==> src/rtl/sfp_ctrl.sv <==
// Output-side special-function sequencer: accumulates psum rows over several
// passes in a row buffer, then drains them with per-lane ReLU.
module sfp_ctrl #(
  parameter int DATA_W = 16,
  parameter int COL    = 8,
  parameter int DEPTH  = 16,
  parameter int AW     = $clog2(DEPTH) + 1,
  parameter int PW     = 4
) (
  input  logic                  clk,
  input  logic                  reset,
  input  logic                  start_i,
  input  logic [AW-1:0]         num_rows_i,
  input  logic [PW-1:0]         num_pass_i,
  input  logic                  in_valid_i,
  output logic                  in_ready_o,
  input  logic [DATA_W*COL-1:0] in_data_i,
  output logic                  out_valid_o,
  input  logic                  out_ready_i,
  output logic [DATA_W*COL-1:0] out_data_o,
  output logic                  busy_o,
  output logic                  done_o
);

  localparam int ROW_W = DATA_W * COL;
  localparam int RW    = $clog2(DEPTH);

  typedef enum logic [1:0] {
    IDLE  = 2'd0,
    ACC   = 2'd1,
    DRAIN = 2'd2,
    DONE  = 2'd3
  } state_t;

  state_t            state_q, state_d;
  logic [RW-1:0]     r_q, r_d;
  logic [PW-1:0]     p_q, p_d;
  logic [AW-1:0]     rows_q, rows_d;
  logic [PW-1:0]     npass_q, npass_d;
  logic              out_valid_q, out_valid_d;
  logic [ROW_W-1:0]  out_data_q, out_data_d;

  logic [ROW_W-1:0]  rowbuf_q [DEPTH];

  logic [AW-1:0]     rows_clamp;
  logic [RW-1:0]     r_nxt;
  logic              last_row;
  logic              last_pass;
  logic              acc_hs;

  // Lane-wise modulo-2^DATA_W add; overflow wraps by design.
  function automatic logic [ROW_W-1:0] add_row(input logic [ROW_W-1:0] a,
                                               input logic [ROW_W-1:0] b);
    logic signed [DATA_W-1:0] la, lb, ls;
    logic [ROW_W-1:0]         res;
    res = '0;
    for (int i = 0; i < COL; i++) begin
      la = a[i*DATA_W +: DATA_W];
      lb = b[i*DATA_W +: DATA_W];
      ls = la + lb;
      res[i*DATA_W +: DATA_W] = ls;
    end
    return res;
  endfunction

  function automatic logic [ROW_W-1:0] relu_row(input logic [ROW_W-1:0] a);
    logic signed [DATA_W-1:0] lane;
    logic [ROW_W-1:0]         res;
    res = '0;
    for (int i = 0; i < COL; i++) begin
      lane = a[i*DATA_W +: DATA_W];
      res[i*DATA_W +: DATA_W] = (lane < 0) ? '0 : lane;
    end
    return res;
  endfunction

  assign rows_clamp = (num_rows_i > AW'(DEPTH)) ? AW'(DEPTH) : num_rows_i;
  assign r_nxt      = r_q + RW'(1);
  assign last_row   = (AW'(r_q) == (rows_q - AW'(1)));
  assign last_pass  = (p_q == (npass_q - PW'(1)));
  assign acc_hs     = (state_q == ACC) && in_valid_i;

  always_comb begin
    state_d     = state_q;
    r_d         = r_q;
    p_d         = p_q;
    rows_d      = rows_q;
    npass_d     = npass_q;
    out_valid_d = out_valid_q;
    out_data_d  = out_data_q;
    case (state_q)
      IDLE: begin
        if (start_i) begin
          rows_d  = rows_clamp;
          npass_d = num_pass_i;
          r_d     = '0;
          p_d     = '0;
          state_d = ((rows_clamp == '0) || (num_pass_i == '0)) ? DONE : ACC;
        end
      end
      ACC: begin
        if (in_valid_i) begin
          if (last_row) begin
            r_d = '0;
            p_d = p_q + PW'(1);
            if (last_pass) state_d = DRAIN;
          end else begin
            r_d = r_nxt;
          end
        end
      end
      DRAIN: begin
        // First DRAIN cycle loads row 0; afterwards each accept prefetches the next row.
        if (!out_valid_q) begin
          out_valid_d = 1'b1;
          out_data_d  = relu_row(rowbuf_q[r_q]);
        end else if (out_ready_i) begin
          if (last_row) begin
            out_valid_d = 1'b0;
            state_d     = DONE;
          end else begin
            r_d        = r_nxt;
            out_data_d = relu_row(rowbuf_q[r_nxt]);
          end
        end
      end
      DONE: begin
        state_d = IDLE;
      end
      default: begin
        state_d = IDLE;
      end
    endcase
  end

  always_ff @(posedge clk or posedge reset) begin
    if (reset) begin
      state_q     <= IDLE;
      r_q         <= '0;
      p_q         <= '0;
      rows_q      <= '0;
      npass_q     <= '0;
      out_valid_q <= 1'b0;
      out_data_q  <= '0;
    end else begin
      state_q     <= state_d;
      r_q         <= r_d;
      p_q         <= p_d;
      rows_q      <= rows_d;
      npass_q     <= npass_d;
      out_valid_q <= out_valid_d;
      out_data_q  <= out_data_d;
    end
  end

  // Row buffer is not reset: pass 0 overwrites every row in use.
  always_ff @(posedge clk) begin
    if (acc_hs) begin
      rowbuf_q[r_q] <= (p_q == '0) ? in_data_i : add_row(rowbuf_q[r_q], in_data_i);
    end
  end

  assign in_ready_o  = (state_q == ACC);
  assign out_valid_o = out_valid_q;
  assign out_data_o  = out_data_q;
  assign busy_o      = (state_q != IDLE);
  assign done_o      = (state_q == DONE);

endmodule

==> config.mk <==
export PLATFORM = sky130hd
export DESIGN_NAME = sfp_ctrl
export DESIGN_NICKNAME = d
export VERILOG_FILES = /design/src/rtl/sfp_ctrl.sv
export SDC_FILE = /design/constraint.sdc
export NUM_CORES = 2
export LEC_CHECK = 0
export BUFFER_PORTS_ARGS = -buffer_cell sky130_fd_sc_hd__buf_4
export CAP_MARGIN = 10
export CELL_PAD_IN_SITES_DETAIL_PLACEMENT = 1
export CELL_PAD_IN_SITES_GLOBAL_PLACEMENT = 1
export CORE_ASPECT_RATIO = 0.6
export CORE_UTILIZATION = 50
export CTS_BUF_LIST = sky130_fd_sc_hd__clkbuf_16
export DETAILED_ROUTE_END_ITERATION = 16
export GPL_TIMING_DRIVEN = 0
export PLACE_DENSITY_LB_ADDON = 0.15
export SYNTH_ARGS = -nofsm -noshare
export SYNTH_HDL_FRONTEND = slang
export SYNTH_SLANG_ARGS = --single-unit
==> constraint.sdc <==
create_clock -name clk -period 13.8 [get_ports clk]
set_input_delay 0.69 -clock clk [delete_from_list [all_inputs] [get_ports clk]]
set_output_delay 0.69 -clock clk [all_outputs]
set_load 0.01 [all_outputs]
==> impl_metrics.env <==
export IMPL_status="complete, no violations"
export IMPL_post_cts_buffers=0
export IMPL_setup_ws_ns=6.32
export IMPL_yosysSeqAreaShare_pct=61.2
export IMPL_netlist_area_sq_um=106000
export IMPL_max_freq_ghz=0.134
export IMPL_switchingPower_mw=13.9
export IMPL_p_sw_share_pct=40.9
export IMPL_initial_utilization_pct=50.5
export IMPL_cts_tree="yes"
export IMPL_routed_wl_mm=413
export IMPL_crit_type="flop to flop"
export IMPL_avgViaCountPerCell=7.39
export IMPL_fin_tns_setup_ns=0
export IMPL_synthArstFlopShare_pct=6.40
export IMPL_cp_end_kind="flop"
export IMPL_final_antenna_net_count=0
export IMPL_clock_latency_ns=0.90
export IMPL_path_clk_slew_ns=0.07
export IMPL_dp_cells=9362
export IMPL_synth_avg_cell_area_sq_um=17.5
export IMPL_place_area_sq_um=115000
export IMPL_rows=130
export IMPL_worst_hold_slack_ns=0.0565
export IMPL_hp_class="primary input to flop"
export IMPL_synth_edff_count=2048
export IMPL_antenna_found_initial=30
export IMPL_fin_util_pct=58.2
export IMPL_stdcell_count=9821
export IMPL_final_max_slew_viol_count=0
export IMPL_slew_headroom_pct=6.34
export IMPL_drcViolationCount=0
export IMPL_io_buffer_count=265
export IMPL_cp_required_ns=14.29
export IMPL_track_usage_pct=38.3
export IMPL_clock_sinks=2188
export IMPL_worst_pin_slew_ns=1.40
export IMPL_period_minus_slack_ns=7.48
export IMPL_dieArea_sq_um=214000
export IMPL_comb_power_share_pct=47.4
export IMPL_ys_seq_elements=2188
export IMPL_grt_overflow=0
export IMPL_critical_path_max_fanout=16
export IMPL_grt_pass1_vias=70700
export IMPL_core_sq_um=210000
export IMPL_max_cap_viol_count=0
export IMPL_cts_resized=0
export IMPL_leakage_nw=40.9
export IMPL_critPathArrivalTime_ns=7.97
export IMPL_synth_flop_cell="edfxtp_1"
export IMPL_setup_viol=0
export IMPL_drtIter0Drc=12900
export IMPL_skew_ns=0.0545
export IMPL_synth_distinct_cells=70
export IMPL_timing_final_crit_share_pct=54.2
export IMPL_drt_pass1_iter_count=6
export IMPL_p_seq_share_pct=35.2
export IMPL_totalPowerFinal_mw=34.1
export IMPL_syn_to_final_growth_pct=15.2
export IMPL_drive_above_1_share_pct=32.2
export IMPL_cts_made_buffers=211
export IMPL_post_place_ws_ns=6.58
export IMPL_critPathLaunchType="flop"
export IMPL_grt_start_max_net_pins=76
export IMPL_grt_pass1_wl_mm=566
export IMPL_place_congestion=0.900
export IMPL_rsz0062_at_grt="no"
export IMPL_ir_drop_mv=0.178
export IMPL_routed_via_count=72500
export IMPL_nets=7045
export IMPL_hpwl_mm=288
export IMPL_p_int_mw=20.2
export IMPL_final_area_sq_um=122000
export IMPL_clkPwrFrac_pct=17.3
export IMPL_ioPinCount=274
export IMPL_die_x_microns=597
export IMPL_cts_path_max_buffers=4
export IMPL_power_density_nw_per_um2=279
export IMPL_fp_dieH_microns=359
export IMPL_avgRoutedWirePerCell_microns=42.0
export IMPL_synth_cells=6060
export IMPL_yosysWarnings=0
export IMPL_finalHoldViolations=0
export IMPL_multi_input_area_sq_um=39100
export IMPL_fillers=18700
export IMPL_root_buffer="clkbuf_16"
export IMPL_register_area_sq_um=65000
export IMPL_cts_htree_levels=4
## cells in the final DEF, fill, tap and decap left out, drive strengths merged, types with 9 or more instances in the layout
cell / n
nor2b: 20
a32oi: 115
o21a: 20
o31ai: 21
nand2b: 29
clkinv: 87
a211oi: 23
xnor2: 50
edfxtp: 2048
ha: 133
nand3: 256
nand2: 749
o21ai: 232
dfrtp: 140
mux4: 1152
buf: 740
o21bai: 12
a31oi: 11
diode: 52
and3: 13
clkbuf: 389
nor2: 130
a21o: 33
nor4: 11
xor2: 55
a21oi: 127
nor3: 25
a22oi: 22
inv: 118
a2111oi: 11
o211ai: 9
bufinv: 24
## logic make-up (layout without fill, tap and decap cells)
logic type      count (synthesis)  count (layout)  share of synthesized area, %
xor+xnor                      105             105                         0.866
fa+ha+maj                     141             141                          1.72
simple gates                 1271            1271                          5.21
other cells                     1              60                       0.00353
compound gates                690             690                          4.24
buf+inv                       503            1367                          2.22
flops                        2188            2188                          61.2
mux                          1161            1161                          24.5
## critical path, cell delays in order (launching register included)
cell and delay [ns]:
dfrtp_1 0.60, buf_2 0.29, buf_2 0.72, buf_1 1.09
mux4_2 0.44, mux4_2 0.54, ha_1 0.47, o21a_1 0.22
a21o_1 0.20, nand3_1 0.23, o311ai_2 0.90, xor2_1 0.20
nand2_1 0.10, xnor2_1 1.04
## area by class of cell
type | count | area share [%]
Buffer | 436 | 1.75
Sequential cell | 2188 | 53.1
Timing Repair Buffer | 482 | 4.46
Antenna cell | 52 | 0.106
Inverter | 67 | 0.212
Tap cell | 2838 | 2.90
Clock inverter | 170 | 1.14
Clock buffer | 212 | 4.34
Multi-Input combinational cell | 3376 | 32.0
## what timing repair did
item / 4_1_cts / 5_1_grt
setup endpoints to repair: 0 / 0
hold buffers: 1 / 0
hold endpoints to repair: 65 / 0
## synthesized netlist by cell type, drive strengths merged (4+ instances only)
master / count / area, sq um
a2111o: 4 / 45.0
a2111oi: 11 / 96.3
a211o: 6 / 52.6
a211oi: 23 / 173
a21o: 33 / 248
a21oi: 127 / 636
a22o: 8 / 70.1
a22oi: 22 / 165
a311oi: 4 / 35.0
a31o: 5 / 43.8
a31oi: 11 / 68.8
a32oi: 115 / 1010
and2: 7 / 43.8
and3: 13 / 81.3
and4: 5 / 43.8
buf: 259 / 1440
clkbuf: 177 / 666
dfrtp: 140 / 3500
edfxtp: 2048 / 61500
fa: 8 / 160
ha: 133 / 1660
inv: 66 / 248
mux2: 6 / 67.6
mux4: 1152 / 25900
nand2: 749 / 2810
nand2b: 29 / 184
nand3: 256 / 1280
nand4: 7 / 50.1
nor2: 130 / 568
nor2b: 20 / 125
nor3: 25 / 125
nor4: 11 / 68.8
o211ai: 9 / 67.6
o21a: 20 / 150
o21ai: 232 / 1160
o21bai: 12 / 90.1
o221ai: 8 / 70.1
o31ai: 21 / 158
or3b: 4 / 35.0
or4: 5 / 37.5
xnor2: 50 / 438
xor2: 55 / 482
## final timing paths
check                                           start                          to  slack [ns]  cells after the start
max in group asynchronous                       reset  out_data_o[59]$_DFFE_PP0P_       12.33                      4
max reg2reg                        r_q[1]$_DFFE_PP0P_   rowbuf_q[5][63]$_DFFE_PP_        6.32                     13
min                                     num_pass_i[1]      npass_q[1]$_DFFE_PP0P_        0.06                      2
max                                r_q[1]$_DFFE_PP0P_   rowbuf_q[5][63]$_DFFE_PP_        6.32                     13
min in group asynchronous                       reset  out_data_o[40]$_DFFE_PP0P_        0.42                      3
min reg2reg                out_data_o[43]$_DFFE_PP0P_  out_data_o[43]$_DFFE_PP0P_        0.48                      2
## power groups by stage
stage	Combinational, mW	Sequential (mW)	Clock [mW]
finish	16.2	12.0	5.91
global route	16.9	12.1	6.10
CTS	15.5	12.0	5.90
detailed placement	15.4	12.1	0
global placement	14.3	12.4	0
floorplan	9.21	12.1	0
## sequential cells by signal, summed over array words and instances, names as in the netlist
register	flops
rows_q	5
npass_q	4
p_q	4
state_q	2
rowbuf_q	2048
out_valid_o	1
r_q	4
out_data_o	120
## layer usage
metal  GRT usage, %  vias up  part of all wire, %
met1           55.4    38300                   38
met2           52.2     6705                   42
met4           14.4       16                  4.1
li1               -    26600                    -
met5              0        -                0.082
met3           15.3      911                   16
Power figures use the tool's default switching activity.
